[src/rtl/imm_ext_arbiter_if.sv]
// -----------------------------------------------------------------------------
// imm_ext_arbiter_if
// Handshake bundle between the two immediate requesters, the shared
// extension arbiter and the downstream operand consumer.
//   Req0/Imm0/Mode0/Gnt0 : decode-stage immediate requester (port 0)
//   Req1/Imm1/Mode1/Gnt1 : branch-target requester (port 1)
//   OutValid/OutReady    : result slot handshake toward the ALU/branch adder
//   OutData/OutId        : extended result and the index of its requester
// Modports:
//   slave  : the arbiter's view (requests in, grants/results out)
//   master : the environment's view (requests out, grants/results in)
// -----------------------------------------------------------------------------
interface imm_ext_arbiter_if #(
  parameter int IMM_W = 16,
  parameter int OUT_W = 32
);
  logic             Req0;
  logic [IMM_W-1:0] Imm0;
  logic [1:0]       Mode0;
  logic             Gnt0;
  logic             Req1;
  logic [IMM_W-1:0] Imm1;
  logic [1:0]       Mode1;
  logic             Gnt1;
  logic             OutValid;
  logic             OutReady;
  logic [OUT_W-1:0] OutData;
  logic             OutId;

  modport slave (
    input  Req0, Imm0, Mode0, Req1, Imm1, Mode1, OutReady,
    output Gnt0, Gnt1, OutValid, OutData, OutId
  );

  modport master (
    output Req0, Imm0, Mode0, Req1, Imm1, Mode1, OutReady,
    input  Gnt0, Gnt1, OutValid, OutData, OutId
  );
endinterface

[src/rtl/imm_ext_arbiter.sv]
// -----------------------------------------------------------------------------
// imm_ext_arbiter
// Shares one immediate-extension datapath between the decode-stage immediate
// path (port 0) and the branch-target path (port 1). Round-robin arbitration
// feeds a single registered result slot with a valid/ready output handshake.
// Ports:
//   Clk   : system clock, all state changes on the rising edge
//   Rst_n : synchronous active-low reset
//   bus   : imm_ext_arbiter_if.slave (requests, grants, result slot)
// Modes: 00 sign-extend, 01 zero-extend, 10 upper (imm << IMM_W),
//        11 branch offset (sign-extend then << 2).
// OUT_W is expected to be exactly 2*IMM_W.
// -----------------------------------------------------------------------------
module imm_ext_arbiter #(
  parameter int IMM_W = 16,
  parameter int OUT_W = 32
) (
  input  logic                Clk,
  input  logic                Rst_n,
  imm_ext_arbiter_if.slave    bus
);

  typedef enum logic {
    ST_EMPTY = 1'b0,
    ST_FULL  = 1'b1
  } state_t;

  state_t           state_q, state_d;
  logic [OUT_W-1:0] data_q, data_d;
  logic             id_q, id_d;
  logic             last_gnt_q, last_gnt_d;

  logic             accept_s;
  logic             gnt0_s, gnt1_s;
  logic [OUT_W-1:0] ext_s;

  // Extension datapath shared by both requesters.
  function automatic logic [OUT_W-1:0] ext_imm(
    input logic [IMM_W-1:0] imm,
    input logic [1:0]       mode
  );
    logic [OUT_W-1:0] sx;
    sx = {{IMM_W{imm[IMM_W-1]}}, imm};
    case (mode)
      2'b00:   ext_imm = sx;
      2'b01:   ext_imm = {{IMM_W{1'b0}}, imm};
      2'b10:   ext_imm = {imm, {IMM_W{1'b0}}};
      2'b11:   ext_imm = {sx[OUT_W-3:0], 2'b00};
      default: ext_imm = sx;
    endcase
  endfunction

  // Slot can take a new result when empty or when it drains this same cycle.
  assign accept_s = (state_q == ST_EMPTY) || bus.OutReady;

  // Round-robin grant: on contention the port that did not win last time wins.
  always_comb begin
    gnt0_s = 1'b0;
    gnt1_s = 1'b0;
    if (!Rst_n) begin
      gnt0_s = 1'b0;
      gnt1_s = 1'b0;
    end else if (accept_s) begin
      if (bus.Req0 && bus.Req1) begin
        gnt0_s = last_gnt_q;
        gnt1_s = !last_gnt_q;
      end else if (bus.Req0) begin
        gnt0_s = 1'b1;
      end else if (bus.Req1) begin
        gnt1_s = 1'b1;
      end else begin
        gnt0_s = 1'b0;
        gnt1_s = 1'b0;
      end
    end else begin
      gnt0_s = 1'b0;
      gnt1_s = 1'b0;
    end
  end

  // Only the granted port's operands reach the extender, so an idle port's
  // X inputs never propagate into the slot.
  always_comb begin
    ext_s = {OUT_W{1'b0}};
    if (gnt1_s) begin
      ext_s = ext_imm(bus.Imm1, bus.Mode1);
    end else begin
      ext_s = ext_imm(bus.Imm0, bus.Mode0);
    end
  end

  // Next-state for the result slot and the round-robin pointer.
  always_comb begin
    state_d    = state_q;
    data_d     = data_q;
    id_d       = id_q;
    last_gnt_d = last_gnt_q;
    if (gnt0_s || gnt1_s) begin
      state_d    = ST_FULL;
      data_d     = ext_s;
      id_d       = gnt1_s;
      last_gnt_d = gnt1_s;
    end else if ((state_q == ST_FULL) && bus.OutReady) begin
      // Drain without refill: data/id keep their last value.
      state_d = ST_EMPTY;
    end else begin
      state_d = state_q;
    end
  end

  // State registers with synchronous reset; pointer resets to 1 so port 0
  // wins the first contention.
  always_ff @(posedge Clk) begin
    if (!Rst_n) begin
      state_q    <= ST_EMPTY;
      data_q     <= {OUT_W{1'b0}};
      id_q       <= 1'b0;
      last_gnt_q <= 1'b1;
    end else begin
      state_q    <= state_d;
      data_q     <= data_d;
      id_q       <= id_d;
      last_gnt_q <= last_gnt_d;
    end
  end

  assign bus.Gnt0     = gnt0_s;
  assign bus.Gnt1     = gnt1_s;
  assign bus.OutValid = (state_q == ST_FULL);
  assign bus.OutData  = data_q;
  assign bus.OutId    = id_q;

endmodule
[src/flat_wrapper.sv]
// flat-port wrapper written by rule: the top's interface ports become plain ports
module imm_ext_arbiter_flat 
#(
  parameter int IMM_W = 16,
  parameter int OUT_W = 32
)
  (Clk, Rst_n, bus_Req0, bus_Imm0, bus_Mode0, bus_Req1, bus_Imm1, bus_Mode1, bus_OutReady, bus_Gnt0, bus_Gnt1, bus_OutValid, bus_OutData, bus_OutId);
  imm_ext_arbiter_if #(.IMM_W(IMM_W), .OUT_W(OUT_W)) bus_i ();
  input  logic Clk;
  input  logic Rst_n;
  input wire logic [$bits(bus_i.Req0)-1:0] bus_Req0;
  input wire logic [$bits(bus_i.Imm0)-1:0] bus_Imm0;
  input wire logic [$bits(bus_i.Mode0)-1:0] bus_Mode0;
  input wire logic [$bits(bus_i.Req1)-1:0] bus_Req1;
  input wire logic [$bits(bus_i.Imm1)-1:0] bus_Imm1;
  input wire logic [$bits(bus_i.Mode1)-1:0] bus_Mode1;
  input wire logic [$bits(bus_i.OutReady)-1:0] bus_OutReady;
  output wire logic [$bits(bus_i.Gnt0)-1:0] bus_Gnt0;
  output wire logic [$bits(bus_i.Gnt1)-1:0] bus_Gnt1;
  output wire logic [$bits(bus_i.OutValid)-1:0] bus_OutValid;
  output wire logic [$bits(bus_i.OutData)-1:0] bus_OutData;
  output wire logic [$bits(bus_i.OutId)-1:0] bus_OutId;
  assign bus_i.Req0 = bus_Req0;
  assign bus_i.Imm0 = bus_Imm0;
  assign bus_i.Mode0 = bus_Mode0;
  assign bus_i.Req1 = bus_Req1;
  assign bus_i.Imm1 = bus_Imm1;
  assign bus_i.Mode1 = bus_Mode1;
  assign bus_i.OutReady = bus_OutReady;
  assign bus_Gnt0 = bus_i.Gnt0;
  assign bus_Gnt1 = bus_i.Gnt1;
  assign bus_OutValid = bus_i.OutValid;
  assign bus_OutData = bus_i.OutData;
  assign bus_OutId = bus_i.OutId;
  imm_ext_arbiter #(.IMM_W(IMM_W), .OUT_W(OUT_W)) u_core (.Clk(Clk), .Rst_n(Rst_n), .bus(bus_i));
endmodule
[config.mk]
export PLATFORM = sky130hd
export DESIGN_NAME = imm_ext_arbiter_flat
export DESIGN_NICKNAME = d
export VERILOG_FILES = /design/src/rtl/imm_ext_arbiter_if.sv /design/src/rtl/imm_ext_arbiter.sv /design/src/flat_wrapper.sv
export SDC_FILE = /design/constraint.sdc
export NUM_CORES = 1
export LEC_CHECK = 0
export BUFFER_PORTS_ARGS = -buffer_cell sky130_fd_sc_hd__buf_4
export CORE_ASPECT_RATIO = 0.8
export CORE_UTILIZATION = 43
export DETAILED_ROUTE_END_ITERATION = 7
export GPL_TIMING_DRIVEN = 0
export PLACE_DENSITY_LB_ADDON = 0.2
export SKIP_CTS_REPAIR_TIMING = 1
export SLEW_MARGIN = 10
export SYNTH_ARGS = -nofsm -noshare
export SYNTH_HDL_FRONTEND = slang
export SYNTH_SLANG_ARGS = --single-unit
[constraint.sdc]
create_clock -name Clk -period 1.4 [get_ports Clk]
set_input_delay 0.14 -clock Clk [delete_from_list [all_inputs] [get_ports Clk]]
set_output_delay 0.14 -clock Clk [all_outputs]
set_load 0.05 [all_outputs]
==> impl_metrics.env <==
export IMPL_status="finished, violations left"
export IMPL_violations="setup timing"
export IMPL_grt_max_degree=11
export IMPL_timing_final_ws_setup_ps=-46.6
export IMPL_mostFrequentLayoutCell="buf_4"
export IMPL_ys_top_cells_by_area="dfxtp_1 37%, a221oi_1 7.4%, nand2_1 7.3%, a21oi_1 6.3%, a211oi_1 5.5%"
export IMPL_gp_congestion=0.884
export IMPL_grt_pass1_vias=1893
export IMPL_grt_pass1_wl_mm=9.34
export IMPL_synth_warnings=0
export IMPL_layout_common_cells="83 x buf_4, 37 x nand2_1, 33 x dfxtp_1"
export IMPL_crit_path_end_kind="output pin"
export IMPL_ir_worst_vdd_mv=0.692
export IMPL_yosysTopAreaCellShare=0.370
export IMPL_first_iter_violations=111
export IMPL_cts_buffers=5
export IMPL_cts_root_buf="clkbuf_8"
export IMPL_netlist_instances=232
export IMPL_rsz0062_at_grt="true"
export IMPL_top_layer="met4"
export IMPL_routed_via_count=2206
export IMPL_start_util=0.451
export IMPL_worstSetupPathType="register to output pin"
export IMPL_clock_path_buffers=2
export IMPL_antenna_cells=0
export IMPL_synth_top_cell_by_area="dfxtp_1"
export IMPL_dr_pass1_iters=4
export IMPL_post_dp_hpwl_mm=4.59
export IMPL_route_met3_wl_um=485
export IMPL_hold_class="input port to register"
export IMPL_crit_required_ps=1260
export IMPL_drive_above_1_share=0.408
export IMPL_wl_per_cell_um=17.1
export IMPL_crit_fanout=4
export IMPL_io_pins=77
export IMPL_reg2reg_slack_ps=-10
export IMPL_synth_edf_count=0
export IMPL_ys_seq_area_frac=0.370
export IMPL_num_rows=21
export IMPL_final_hold_violation_count=0
export IMPL_final_antenna_net_count=0
export IMPL_place_area_um2=2530
export IMPL_fin_crit_ps=1450
export IMPL_port_buffers=74
export IMPL_antenna_found_initial=0
export IMPL_die_area_um2=4680
export IMPL_syn_avg_cell_area_um2=8.17
export IMPL_async_flop_share=0
export IMPL_slew_limit_headroom=0.622
export IMPL_chipHeight_um=61.4
export IMPL_synthToLayoutAreaGrowth_pct=47.6
export IMPL_routed_wl_mm=6.46
export IMPL_setup_viol=3
export IMPL_synth_seq_cells=35
export IMPL_worst_pin_slew_ps=566
export IMPL_clock_sinks=35
export IMPL_m1WireLength_mm=2.90
export IMPL_fillers=392
export IMPL_routed_via_density=5.84
export IMPL_grtUsageTotal=0.265
export IMPL_finalClockSkew_ps=6.04
export IMPL_coreArea_um2=4200
export IMPL_syn_cell_area_um2=1890
export IMPL_overflow=0
export IMPL_final_util=0.665
export IMPL_syn_nets=273
export IMPL_worstPathArrival_ps=1310
export IMPL_die_w_um=76.2
export IMPL_htree_levels=2
export IMPL_fin_area_um2=2800
export IMPL_period_share=1.03
export IMPL_timing_hold_ws_ps=124
export IMPL_final_nets=362
export IMPL_max_freq_mhz=691
export IMPL_critPathLaunchType="register"
export IMPL_synth_cell_types=36
export IMPL_cts_tree="yes"
export IMPL_total_power_uw=2840
export IMPL_power_leakage_uw=0.00117
export IMPL_route_met2_wl_mm=2.97
export IMPL_drv_cap=0
export IMPL_powerDensity_nw_per_um2=1020
export IMPL_ys_flop_type="dfxtp_1"
export IMPL_clock_latency_ps=290
export IMPL_clk_pin_slew_ps=70
export IMPL_drcViolationCount=0
export IMPL_drv_slew=0
## worst max-delay path, stage by stage, from the launching register on
cell        delay [ps]
dfxtp_2            330
a21boi_2           200
nand3_2            110
buf_6              150
clkinvlp_4          80
buf_8              140
## flip-flops by register name (all words and copies together), names as in the netlist
| signal | count |
|---|---|
| u_core.bus.OutData | 32 |
| u_core.last_gnt_q | 1 |
| u_core.bus.OutId | 1 |
| u_core.bus.OutValid | 1 |
## per-stage QoR
step | setup WS [ps] | instances | TNS, ps
global placement | -146 | 363 | -1350
global route | -79.6 | 378 | -535
floorplan | 5.13 | 232 | 0
finish | -46.6 | 378 | -71.7
detailed placement | -186 | 363 | -1720
CTS | -217 | 370 | -2350
## final timing paths
kind / to / from / cells after the start
hold / removal: u_core.bus.OutData[25] / bus_Imm0[9] / 3
hold reg to reg: u_core.bus.OutId / u_core.bus.OutId / 2
setup / recovery: bus_Gnt1 / u_core.last_gnt_q / 5
setup reg to reg: u_core.bus.OutData[13] / u_core.last_gnt_q / 5
## Yosys cell counts (4+ instances only)
library cell	n
a311oi_1	8
mux2_2	4
clkbuf_1	5
nor2_1	6
inv_2	4
a211oi_1	14
a21oi_1	24
a221oi_1	16
a22oi_1	4
a22o_1	8
nor3_1	6
buf_4	4
o21ai_0	21
buf_2	10
dfxtp_1	35
nand2_1	37
## layout make-up
| cell class | instances | area [µm²] | area share |
|---|---|---|---|
| Buffer | 20 | 139 | 0.0497 |
| Clock buffer | 7 | 76.3 | 0.0273 |
| Inverter | 6 | 26.3 | 0.00940 |
| Multi-Input combinational cell | 171 | 1150 | 0.410 |
| Sequential cell | 35 | 706 | 0.252 |
| Tap cell | 57 | 71.3 | 0.0255 |
| Timing Repair Buffer | 82 | 631 | 0.226 |
## cells by family after synthesis
family	count (synthesis)	share of synthesized area
XOR/XNOR	1	0.00462
buffers and inverters	26	0.0700
flip-flops	35	0.370
AND/OR/NAND/NOR	61	0.149
AO/OA/AOI/OAI	105	0.383
multiplexers	4	0.0238
## per-layer routing
metal | vias up | GRT usage
met5 | - | 0
met4 | 0 | 0.102
met3 | 11 | 0.0741
li1 | 1062 | -
met2 | 87 | 0.411
met1 | 1046 | 0.357
## report_power, final
group          total, µW  switching (µW)  internal (µW)
clock                690             348            342
combinational       1020             649            370
sequential          1140            47.6           1090
Power figures use the tool's default switching activity.
